===== src/rtl/adc_spi_capture.sv =====
// adc_spi_capture: serial-ADC front end. Clocks one frame out of an
// AD7476-class SPI ADC (leading zeros, then data MSB first), checks the
// leading zeros and holds the extended code on 'sample'.
// Build option: define ADC_OFFSET_BIN_EN to treat the code as offset-binary
// and sign-extend (code - 2^(ADC_BITS-1)); otherwise the code is zero-extended.
//
// state   | meaning
// --------+-----------------------------------------------------------
// S_IDLE  | cs_n high, waiting for ena_adc
// S_SETUP | cs_n low, CLK_DIV cycles of chip-select setup
// S_SHIFT | sclk toggling, one frame bit per sclk period
// S_DONE  | one cycle: publish sample or flag frame error
// S_QUIET | cs_n high for QUIET_CYC cycles before the next request
//
// Outputs are registered from the current state, so every output lags the
// state register by one clock.
module adc_spi_capture #(
  parameter int CLK_DIV    = 4,
  parameter int QUIET_CYC  = 8,
  parameter int ADC_BITS   = 12,
  parameter int LEAD_ZEROS = 4,
  parameter int OUT_W      = 18
) (
  input  logic             clk,
  input  logic             rst,
  input  logic             ena_adc,
  input  logic             adc_sdata,
  output logic             adc_cs_n,
  output logic             adc_sclk,
  output logic [OUT_W-1:0] sample,
  output logic             sample_valid,
  output logic             frame_err,
  output logic             busy
);

  localparam int FRAME_BITS = LEAD_ZEROS + ADC_BITS;
  localparam int DIV_W      = (CLK_DIV > 1) ? $clog2(CLK_DIV) : 1;
  localparam int QUIET_W    = (QUIET_CYC > 1) ? $clog2(QUIET_CYC) : 1;
  localparam int BIT_W      = (FRAME_BITS > 1) ? $clog2(FRAME_BITS) : 1;

  localparam logic [DIV_W-1:0]   DIV_LAST   = DIV_W'(CLK_DIV - 1);
  localparam logic [QUIET_W-1:0] QUIET_LAST = QUIET_W'(QUIET_CYC - 1);
  localparam logic [BIT_W-1:0]   BIT_LAST   = BIT_W'(FRAME_BITS - 1);

  typedef enum logic [2:0] {
    S_IDLE,
    S_SETUP,
    S_SHIFT,
    S_DONE,
    S_QUIET
  } state_e;

  state_e                state_q, state_d;
  logic [DIV_W-1:0]      div_q, div_d;
  logic                  phase_q, phase_d;   // 0: sclk low half, 1: sclk high half
  logic [BIT_W-1:0]      bit_q, bit_d;
  logic [QUIET_W-1:0]    quiet_q, quiet_d;
  logic                  sdata_q;
  logic [FRAME_BITS-1:0] shreg_q, shreg_d;
  logic                  cs_n_q, cs_n_d;
  logic                  sclk_q, sclk_d;
  logic [OUT_W-1:0]      sample_q, sample_d;
  logic                  valid_q, valid_d;
  logic                  err_q, err_d;
  logic                  busy_q, busy_d;

  logic                  shift_en;
  logic                  lead_ok;
  logic [ADC_BITS-1:0]   code;
  logic [OUT_W-1:0]      code_ext;

  // State and counter registers
  always_ff @(posedge clk or negedge rst) begin
    if (!rst) begin
      state_q <= S_IDLE;
      div_q   <= '0;
      phase_q <= 1'b0;
      bit_q   <= '0;
      quiet_q <= '0;
    end else begin
      state_q <= state_d;
      div_q   <= div_d;
      phase_q <= phase_d;
      bit_q   <= bit_d;
      quiet_q <= quiet_d;
    end
  end

  // Next-state logic: down-counters reload on terminal count
  always_comb begin
    state_d = state_q;
    div_d   = div_q;
    phase_d = phase_q;
    bit_d   = bit_q;
    quiet_d = quiet_q;
    case (state_q)
      S_IDLE: begin
        if (ena_adc) begin
          state_d = S_SETUP;
          div_d   = DIV_LAST;
        end
      end
      S_SETUP: begin
        if (div_q == '0) begin
          state_d = S_SHIFT;
          div_d   = DIV_LAST;
          phase_d = 1'b0;
          bit_d   = '0;
        end else begin
          div_d = div_q - 1'b1;
        end
      end
      S_SHIFT: begin
        if (div_q == '0) begin
          div_d = DIV_LAST;
          if (!phase_q) begin
            phase_d = 1'b1;
          end else begin
            phase_d = 1'b0;
            if (bit_q == BIT_LAST) begin
              state_d = S_DONE;
            end else begin
              bit_d = bit_q + 1'b1;
            end
          end
        end else begin
          div_d = div_q - 1'b1;
        end
      end
      S_DONE: begin
        state_d = S_QUIET;
        quiet_d = QUIET_LAST;
      end
      S_QUIET: begin
        if (quiet_q == '0) begin
          state_d = S_IDLE;
        end else begin
          quiet_d = quiet_q - 1'b1;
        end
      end
      default: state_d = S_IDLE;
    endcase
  end

  // Frame decode: capture on the first cycle of the sclk-high half, which is
  // the same clock on which the registered sclk output rises.
  always_comb begin
    shift_en = (state_q == S_SHIFT) && phase_q && (div_q == DIV_LAST);
    shreg_d  = shift_en ? {shreg_q[FRAME_BITS-2:0], sdata_q} : shreg_q;
    lead_ok  = (shreg_q[FRAME_BITS-1 -: LEAD_ZEROS] == '0);
    code     = shreg_q[ADC_BITS-1:0];
`ifdef ADC_OFFSET_BIN_EN
    // Inverting the MSB subtracts mid-scale; then sign-extend.
    code_ext = {{(OUT_W-ADC_BITS){~code[ADC_BITS-1]}}, ~code[ADC_BITS-1], code[ADC_BITS-2:0]};
`else
    code_ext = {{(OUT_W-ADC_BITS){1'b0}}, code};
`endif
  end

  // Output next values, derived from the current state
  always_comb begin
    cs_n_d   = !((state_q == S_SETUP) || (state_q == S_SHIFT));
    sclk_d   = !((state_q == S_SHIFT) && !phase_q);
    valid_d  = (state_q == S_DONE) && lead_ok;
    err_d    = (state_q == S_DONE) && !lead_ok;
    sample_d = valid_d ? code_ext : sample_q;
    busy_d   = (state_q != S_IDLE);
  end

  // Input synchroniser, shift register and registered outputs
  always_ff @(posedge clk or negedge rst) begin
    if (!rst) begin
      sdata_q  <= 1'b0;
      shreg_q  <= '0;
      cs_n_q   <= 1'b1;
      sclk_q   <= 1'b1;
      sample_q <= '0;
      valid_q  <= 1'b0;
      err_q    <= 1'b0;
      busy_q   <= 1'b0;
    end else begin
      sdata_q  <= adc_sdata;
      shreg_q  <= shreg_d;
      cs_n_q   <= cs_n_d;
      sclk_q   <= sclk_d;
      sample_q <= sample_d;
      valid_q  <= valid_d;
      err_q    <= err_d;
      busy_q   <= busy_d;
    end
  end

  assign adc_cs_n     = cs_n_q;
  assign adc_sclk     = sclk_q;
  assign sample       = sample_q;
  assign sample_valid = valid_q;
  assign frame_err    = err_q;
  assign busy         = busy_q;

endmodule


===== config.mk =====
export PLATFORM = sky130hd
export DESIGN_NAME = adc_spi_capture
export DESIGN_NICKNAME = d
export VERILOG_FILES = /design/src/rtl/adc_spi_capture.sv
export SDC_FILE = /design/constraint.sdc
export NUM_CORES = 1
export LEC_CHECK = 0
export ABC_AREA = 1
export CORE_ASPECT_RATIO = 0.75
export CORE_MARGIN = 2
export CORE_UTILIZATION = 65
export DETAILED_ROUTE_END_ITERATION = 6
export DONT_BUFFER_PORTS = 1
export GPL_TIMING_DRIVEN = 0
export PLACE_DENSITY = 0.92
export SLEW_MARGIN = 20
export SYNTH_ARGS = -nofsm -noshare
export SYNTH_HDL_FRONTEND = slang
export SYNTH_SLANG_ARGS = --single-unit

===== constraint.sdc =====
create_clock -name clk -period 3.5 [get_ports clk]
set_clock_uncertainty 0.2 [all_clocks]
set_input_delay 0.525 -clock clk [delete_from_list [all_inputs] [get_ports clk]]
set_output_delay 0.525 -clock clk [all_outputs]
set_load 0.03 [all_outputs]

Word level (Yosys, flattened, before mapping) --
Index checks and enable logic that the tools add are counted.
Operators by class: reduce and logical (&&, ||, !) cells 24, add/subtract/negate cells 3, mux-type cells 21, equality and inequality tests 14
Operators by type and width (number):
- 3-bit 2-to-1 mux | 7
- 4-bit 2-to-1 mux | 4
- 2-bit != test (second input constant) | 8
- 3-bit case mux with 5 select lines | 1
- 4-bit case mux with 2 select lines | 1
- 3-bit by 2-bit equality test with 1-bit output (second input constant) | 2
- 3-bit logical NOT | 2
- 3-bit case mux with 2 select lines | 1
- 6-bit AND reduction | 1
- 2-bit nonzero test | 3
- 1-bit logical AND | 5
- 5-bit AND reduction | 1
- 4-bit by 1-bit adder with 4-bit output (second input constant) | 1
- 4-bit equality test (second input constant) | 1
- 1-bit logical NOT | 4
- 4-bit logical NOT | 1
- 2-bit 2-to-1 mux | 2
- 2-bit case mux with 2 select lines | 1
- 2-bit AND reduction | 2
- 3-bit by 1-bit equality test with 1-bit output (second input constant) | 1
- 3-bit equality test (second input constant) | 1
- 1-bit 2-to-1 mux | 3
- 3-bit AND reduction | 1
- 3-bit nonzero test | 1
- other kinds (7) | 7
Word-level totals: flip-flop bits (word level) 47, input bits 4, word-level logic and storage cells 75

Depth between registers and ports, before layout --
depth in word-level cells 5, depth in mapped cells 9

Least setup slack after synthesis --
No wires, ideal clock.
kind flip-flop to flip-flop, start reg state_q[0], end reg bit_q[2], period minus slack after synthesis 1.420 ns, arrival 1.104 ns, slack 2.080 ns, cell stages (with the launch flop) 9, buffers on the path 0, library setup time 0.117 ns, cells stage by stage dfrtp_1 nor2_4 nand2_4 nand2_4 nand2_4 inv_2 nand2_2 nand2_1 nand2_1
Between the ends: word-level cells in the longest chain between the ends 3
RTL lines:
- from (decl) | line 53 | state_e state_q, state_d;
- from (signal assigned) | line 81 | state_q <= state_d;
- 3-bit by 2-bit equality test with 1-bit output / 3-bit by 1-bit equality test with 1-bit output (equally long branches) | line 96 | case (state_q)
- 2-bit != test (no line) / 2-bit nonzero test (equally long branches)
- 5-bit AND reduction (no line)
- to (signal assigned) | line 84 | bit_q <= bit_d;
- to (decl) | line 56 | logic [BIT_W-1:0] bit_q, bit_d;
Parallel ways exist; a longest one is shown, timed or not. A chain may end at the register's enable or synchronous reset.

Worst setup path after layout --
start reg sclk_q, in the netlist adc_sclk, end out adc_sclk
RTL lines:
- from (decl) | line 61 | logic sclk_q, sclk_d;
- from (signal assigned) | line 185 | sclk_q <= sclk_d;
- to (decl) | line 29 | output logic adc_sclk,
No word-level cell between the ends.

==> flow_summary_export.csv <==
group,metric,value,unit
final_layout,drive_gt1_share,18.03,%
placement,place_area,2157,sq um
drt,drt-pass1-iter-count,4,
worst_setup_path,worstSetupPathType,"reg -> out",
sta,finalSetupViolCount,0,
synthesis,synth_common_cells,"45 x dfrtp_1, 40 x nand2_1, 29 x inv_1",
floorplanning,initial_core_util,69.71,%
drt,routedWlPerCell,13.96,um
floorplanning,chipHeight,53.12,um
synthesis,ys_seq_elements,47,
clocking,cts-resized-gates,0,
worst_setup_path,startpoint,"adc_sclk",
clocking,clock-sinks,47,
worst_setup_path,cp.arrival,0.92,ns
final_layout,area_growth,9.395,%
worst_setup_path,cp-end-kind,"primary output",
hold_path,worstHoldEndpoint,"sdata_q",
sta,drv_slew,0,
worst_setup_path,startpoint_type,"flop",
global_routing,grt_pass1_wl,6492,um
sta,tns,0,ns
clocking,path_clk_slew,0.09,ns
drt,routed_via_density,5.446,
pwr,leakage,1.183,nW
final_layout,nFillCells,183,
global_routing,antenna_found_initial,0,
global_routing,grt_pass1_vias,1430,
sta,hold_viol,0,
worst_setup_path,reg2reg_slack,1.87,ns
floorplanning,dieWidth,69.49,um
worst_setup_path,rr_worst_depth,5,
sta,period_share,47.11,%
final_layout,final_util,76.26,%
worst_setup_path,critPathRequiredTime,2.77,ns
drt,drc,0,
synthesis,synth_most_common_cell,"dfrtp_1",
flow_run,maxCapViolCount,0,
clocking,ctsHtreeMaxLevel,2,
final_layout,final_cell_area,2287,sq um
worst_setup_path,worstReg2RegEnd,"shreg_q[6]",
clocking,cts_buffers,5,
global_routing,grtUsageMet1,29.57,%
synthesis,netlist.area_leader.share,53.86,%
pwr,finalPower,0.9204,mW
global_routing,groute.usage.overall,23.20,%
synthesis,yosysWarnings,0,
floorplanning,dieArea,3691,sq um
synthesis,synthFlopType,"dfrtp_1",
clocking,cts_tree,"built",
final_layout,multi_input_area,726.9,sq um
hold_path,hp-class,"in -> reg",
synthesis,synth.avg_cell_area,9.591,sq um
hold_path,hold_depth,0,
drt,drt_iter0_markers,185,
drt,ant_nets,0,
synthesis,synth_edf_count,0,
final_layout,seq_area,1179,sq um
placement,gp_congestion,0.7887,
sta,finalWorstSetupSlack,1.851,ns
synthesis,synth_area_leader_cell,"dfrtp_1",
hold_path,hp-start,"adc_sdata",
pwr,ir_drop,0.4480,mV
synthesis,netlist_instances,218,
placement,dp_hpwl,2512,um
synthesis,ys_async_sr_fraction,100.0,%
synthesis,synth_cell_types,26,
synthesis,netlist_area,2091,sq um
global_routing,grt_max_degree,48,
placement,port_buffers,0,
synthesis,synthTopCellsByArea,"dfrtp_1 54%, nand2_1 7.2%, inv_1 5.2%",
sta,fmax,606.5,MHz
clocking,cts_root_buffer,"clkbuf_8",
synthesis,ys_seq_area_share,56.37,%
clocking,cts_buffer_depth,2,
status,status,"finished clean",
drt,drt-total-wl,3783,um
global_routing,grt_use_met2,38.46,%
sta,period_minus_slack,1.649,ns
worst_setup_path,reg2reg_from,"state_q[0]",
floorplanning,core.rowCount,17,
floorplanning,coreArea,2999,sq um
drt,vias,1476,
global_routing,gr-usage-met3,6.286,%
global_routing,globalRoute.busiestLayer,"met2",
worst_setup_path,critPathMaxFanout,1,
sta,rsz0062_at_grt,"no",
pwr,power_density,402.4,nW/um^2
global_routing,grt_overflow,0,
final_layout,nNetsFinal,241,
floorplanning,ios,27,
final_layout,antenna_cells,0,
clocking,clk_latency,0.31,ns
placement,dp_slack,1.918,ns
## how the worst max path moves through the flow
stage | to | slack, ns | cells past startpoint
after floorplan | bit_q[2] | 2.08 | 8
after global placement | shreg_q[12] | 1.96 | 5
after detailed placement | shreg_q[12] | 1.92 | 5
after CTS | adc_sclk | 1.85 | 0
after global routing | shreg_q[12] | 1.79 | 5
final | adc_sclk | 1.85 | 0
## per-layer routing
layer | up-vias | wire (um) | share of wire [%]
li1 | 703 | - | -
met1 | 718 | 1664 | 44
met2 | 51 | 1830 | 48
met3 | 4 | 238 | 6.3
met4 | 0 | 49 | 1.3
met5 | - | 0 | 0
## cells by family after synthesis
family                   share of synthesized area (%)
other                                           0.1794
adder cells (fa/ha/maj)                          2.992
AO/OA/AOI/OAI                                    10.17
buffers and inverters                            9.754
flip-flops                                       56.37
AND/OR/NAND/NOR                                  19.69
XOR/XNOR                                        0.8380
## worst register-to-register path, delay by kind of cell, from the launching register on
kind,cells,cell delay (ns)
AND/OR/NAND/NOR,3,0.47
buffers and inverters,1,0.23
AO/OA/AOI/OAI,1,0.10
flip-flops,1,0.49
## placed cells by master, fill, tap and decap left out, types with 5 or more instances in the layout
master	count
nand2_1	40
dfrtp_1	45
o21ai_0	12
nor2_1	24
a21oi_2	7
buf_4	6
conb_1	6
nand3_1	11
a21oi_1	8
inv_1	29
ha_1	5
clkbuf_8	5
## through the flow
step | hold slack (ns) | instances
floorplan | 0.02941 | 223
global placement | 0.03053 | 261
detailed placement | 0.03027 | 261
CTS | 0.04496 | 271
global route | 0.03320 | 271
finish | 0.04554 | 271
## flip-flops by register name, indices dropped and copies added (netlist names)
signal        cells
shreg_q          16
div_q             2
sample_valid      1
sdata_q           1
sample           12
state_q           3
adc_sclk          1
phase_q           1
adc_cs_n          1
busy              1
frame_err         1
quiet_q           3
bit_q             4
## timing repair
action	4_1_cts	5_1_grt
buffers inserted	0	0
hold buffers	2	0
endpoints found under the hold margin	47	0
## report_power, final
part	leakage [nW]	switching, mW	internal [mW]
sequential	0.603	0.00197	0.547
clock	0.0408	0.194	0.143
combinational	0.539	0.0241	0.0106
## cell type report
cell class / count / share of cell area, %
flip-flops and latches: 47 / 51.53
multi-input cells: 133 / 31.78
inverters: 31 / 5.088
plain buffers: 12 / 3.829
clock buffers: 5 / 3.009
well taps: 38 / 2.079
repair buffers: 2 / 1.641
clock inverters: 3 / 1.039
Note: power is estimated with default switching activity, not from simulation.
==> edit, RTL diff (same settings) <==
The parameter `LEAD_ZEROS` goes from 4 to 16.
--- a/src/rtl/adc_spi_capture.sv
+++ b/src/rtl/adc_spi_capture.sv
@@ -18,7 +18,7 @@
   parameter int CLK_DIV    = 4,
   parameter int QUIET_CYC  = 8,
   parameter int ADC_BITS   = 12,
-  parameter int LEAD_ZEROS = 4,
+  parameter int LEAD_ZEROS = 16,
   parameter int OUT_W      = 18
 ) (
   input  logic             clk,
Behaviour: no difference found for any inputs over 10 cycles, from zero or initial values and one cycle with rst low; that may be too few to reach the edited logic, so the function may still have changed.
==> edit against the original RTL <==
Hold slack improved by 0.22 ns; first-iteration DRC count rose by 16%; routed wire length increased by 41%; cell count is 38% higher; worst setup slack worse by 0.12 ns; final area is 36% higher; power increased by 48%; via count grew 36%; sequential cell count increased by 13; area after synthesis rose by 33%; critical path type is now reg2reg; largest power group unchanged.
==> edit: results (changes against the original RTL) <==
Outcome
The run finished with clean final reports.

Power and ir drop
The share of power burned in registers came to 51.3% (-8.3 points). The clock share of power is 45.9% (+9.3 points). The power in the clock group is 0.628 mW (+86%). The worst IR drop on VDD came to 271 uV (-39%). The static leakage power is 1.57 nW (+33%). The switching power as a share of total power is 21.1% (-2.8 points).

Placed design
The final RePlAce weighted congestion came to 0.856 (+8.5%). The number of placed instances with taps included is 356 (+36%). The worst setup slack after placement came to 1.78 ns (-0.133 ns).

The quantity of I/O buffers inserted on ports is 0 (unchanged). The half-perimeter wire length of the detailed placement result was 3.55 mm (+41%). The area of placed instances is 2860 um2 (+33%).

Clock network
The cts-stage hold buffer count is 3 (+1). The number of buffers inserted by post-CTS setup repair came to 0 (unchanged). The number of buffers inserted during clock tree synthesis came to 9 (+4). The insertion delay to the later sink of the worst-skew pair is 0.34 ns (+0.03 ns). The clock transition at the registers of the reported paths is 0.07 ns (-0.02 ns). The tree is rooted in a sky130_fd_sc_hd__clkbuf_8. The post-cts gate resize count is 0 (unchanged).

The maximum number of buffers from clock root to sink is 2 (unchanged). The deepest level of the CTS H-tree is 3 (+1).

Synthesis
The number of warning messages in the yosys log came to 0 (unchanged). The share of the yosys chip area belonging to registers is 54.2% (-2.1 points). After synthesis, the cell types taking the most area are sky130_fd_sc_hd__dfrtp_1 (52%), sky130_fd_sc_hd__nand2_1 (9.1%), sky130_fd_sc_hd__inv_1 (5.4%). By count the netlist is led by sky130_fd_sc_hd__nand2_1 (67), sky130_fd_sc_hd__dfrtp_1 (58), sky130_fd_sc_hd__inv_1 (40). The number of different library cells in the post-synthesis netlist came to 28 (+7.7%). The top flip-flop cell by instance count after synthesis is sky130_fd_sc_hd__dfrtp_1. The cell count after synthesis is 296 (+36%).

Final layout
The top register by number of flip-flops is shreg_q. The flip-flop count of the largest register, all copies and words added is 28 (+12). The layout net count is 324 (+34%).

The post-route non-filler standard cell count came to 375 (+38%). The share of layout cells above drive strength 1 is 20.6% (+2.6 points).

Global route
The maximum number of pins on one net before global-route repair is 61 (+27%). The total track usage is 25.7% (+2.5 points). The via count of the first global-routing pass was 1902 (+33%).

The wire length of the first global-routing pass was 9.01 mm (+39%). The initial antenna violation count came to 0 (unchanged).

Routing
The total number of vias was 2000 (+36%). The average wire per cell in the routed design came to 14.2 um (+1.9%). The total iterations of the first detailed-routing run is 4 (unchanged). The number of DRC markers in iteration 0 is 214 (+16%).

Setup path
The largest incremental delay on the critical path is around 0.4 ns. The gate family responsible for the most delay along the worst path is simple AND/OR/NAND/NOR gates. The data arrival time of the critical path came to 1.79 ns (+0.87 ns). Among all stages on the critical path, the largest delay is contributed by sky130_fd_sc_hd__dfrtp_1. The peak fanout along the critical path is 10 (+9).

Hold path
The path class of the tightest hold or removal check is reg2reg.
## edit: cell families after synthesis
| family | share of synthesized area (%) |
|---|---|
| buf+inv | 11.0 |
| fa+ha+maj | 2.26 |
| simple gates | 22.4 |
| flops | 54.2 |
| other cells | 0.135 |
| compound gates | 9.97 |
## edit: path summary, 6_finish.rpt
path	startpoint	to	slack (ns)	depth (start not counted)
setup reg to reg	shreg_q[27]	sample[11]	1.73	7
hold / removal	quiet_q[0]	quiet_q[0]	0.26	1
hold reg to reg	quiet_q[0]	quiet_q[0]	0.26	1
max in group asynchronous	rst	adc_sclk	2.28	2
setup / recovery	shreg_q[27]	sample[11]	1.73	7
min in group asynchronous	rst	quiet_q[1]	0.50	2
## edit: routing by layer
metal / up-vias / part of all wire [%] / global-route usage, %
li1: 971 / - / -
met1: 960 / 44 / 32.0
met2: 63 / 50 / 42.9
met3: 6 / 5.4 / 9.82
met4: 0 / 0.68 / 7.39
met5: - / 0 / 0
## edit: worst reg2reg max path: stages, from the launching register on
cell	delay, ns
sky130_fd_sc_hd__dfrtp_1	0.39
sky130_fd_sc_hd__nor2_1	0.11
sky130_fd_sc_hd__nand3_1	0.08
sky130_fd_sc_hd__nor2_1	0.35
sky130_fd_sc_hd__nand3_2	0.21
sky130_fd_sc_hd__buf_6	0.19
sky130_fd_sc_hd__nand2_1	0.06
sky130_fd_sc_hd__nand2_1	0.06
## edit: layout make-up
type                    count  area (um2)
clock buffers              13         159
multi-input cells         183         983
inverters                  42         160
fillers                   259         967
clock inverters             3        45.0
well taps                  55        68.8
repair buffers              3        47.5
plain buffers              16         144
flip-flops and latches     60        1500
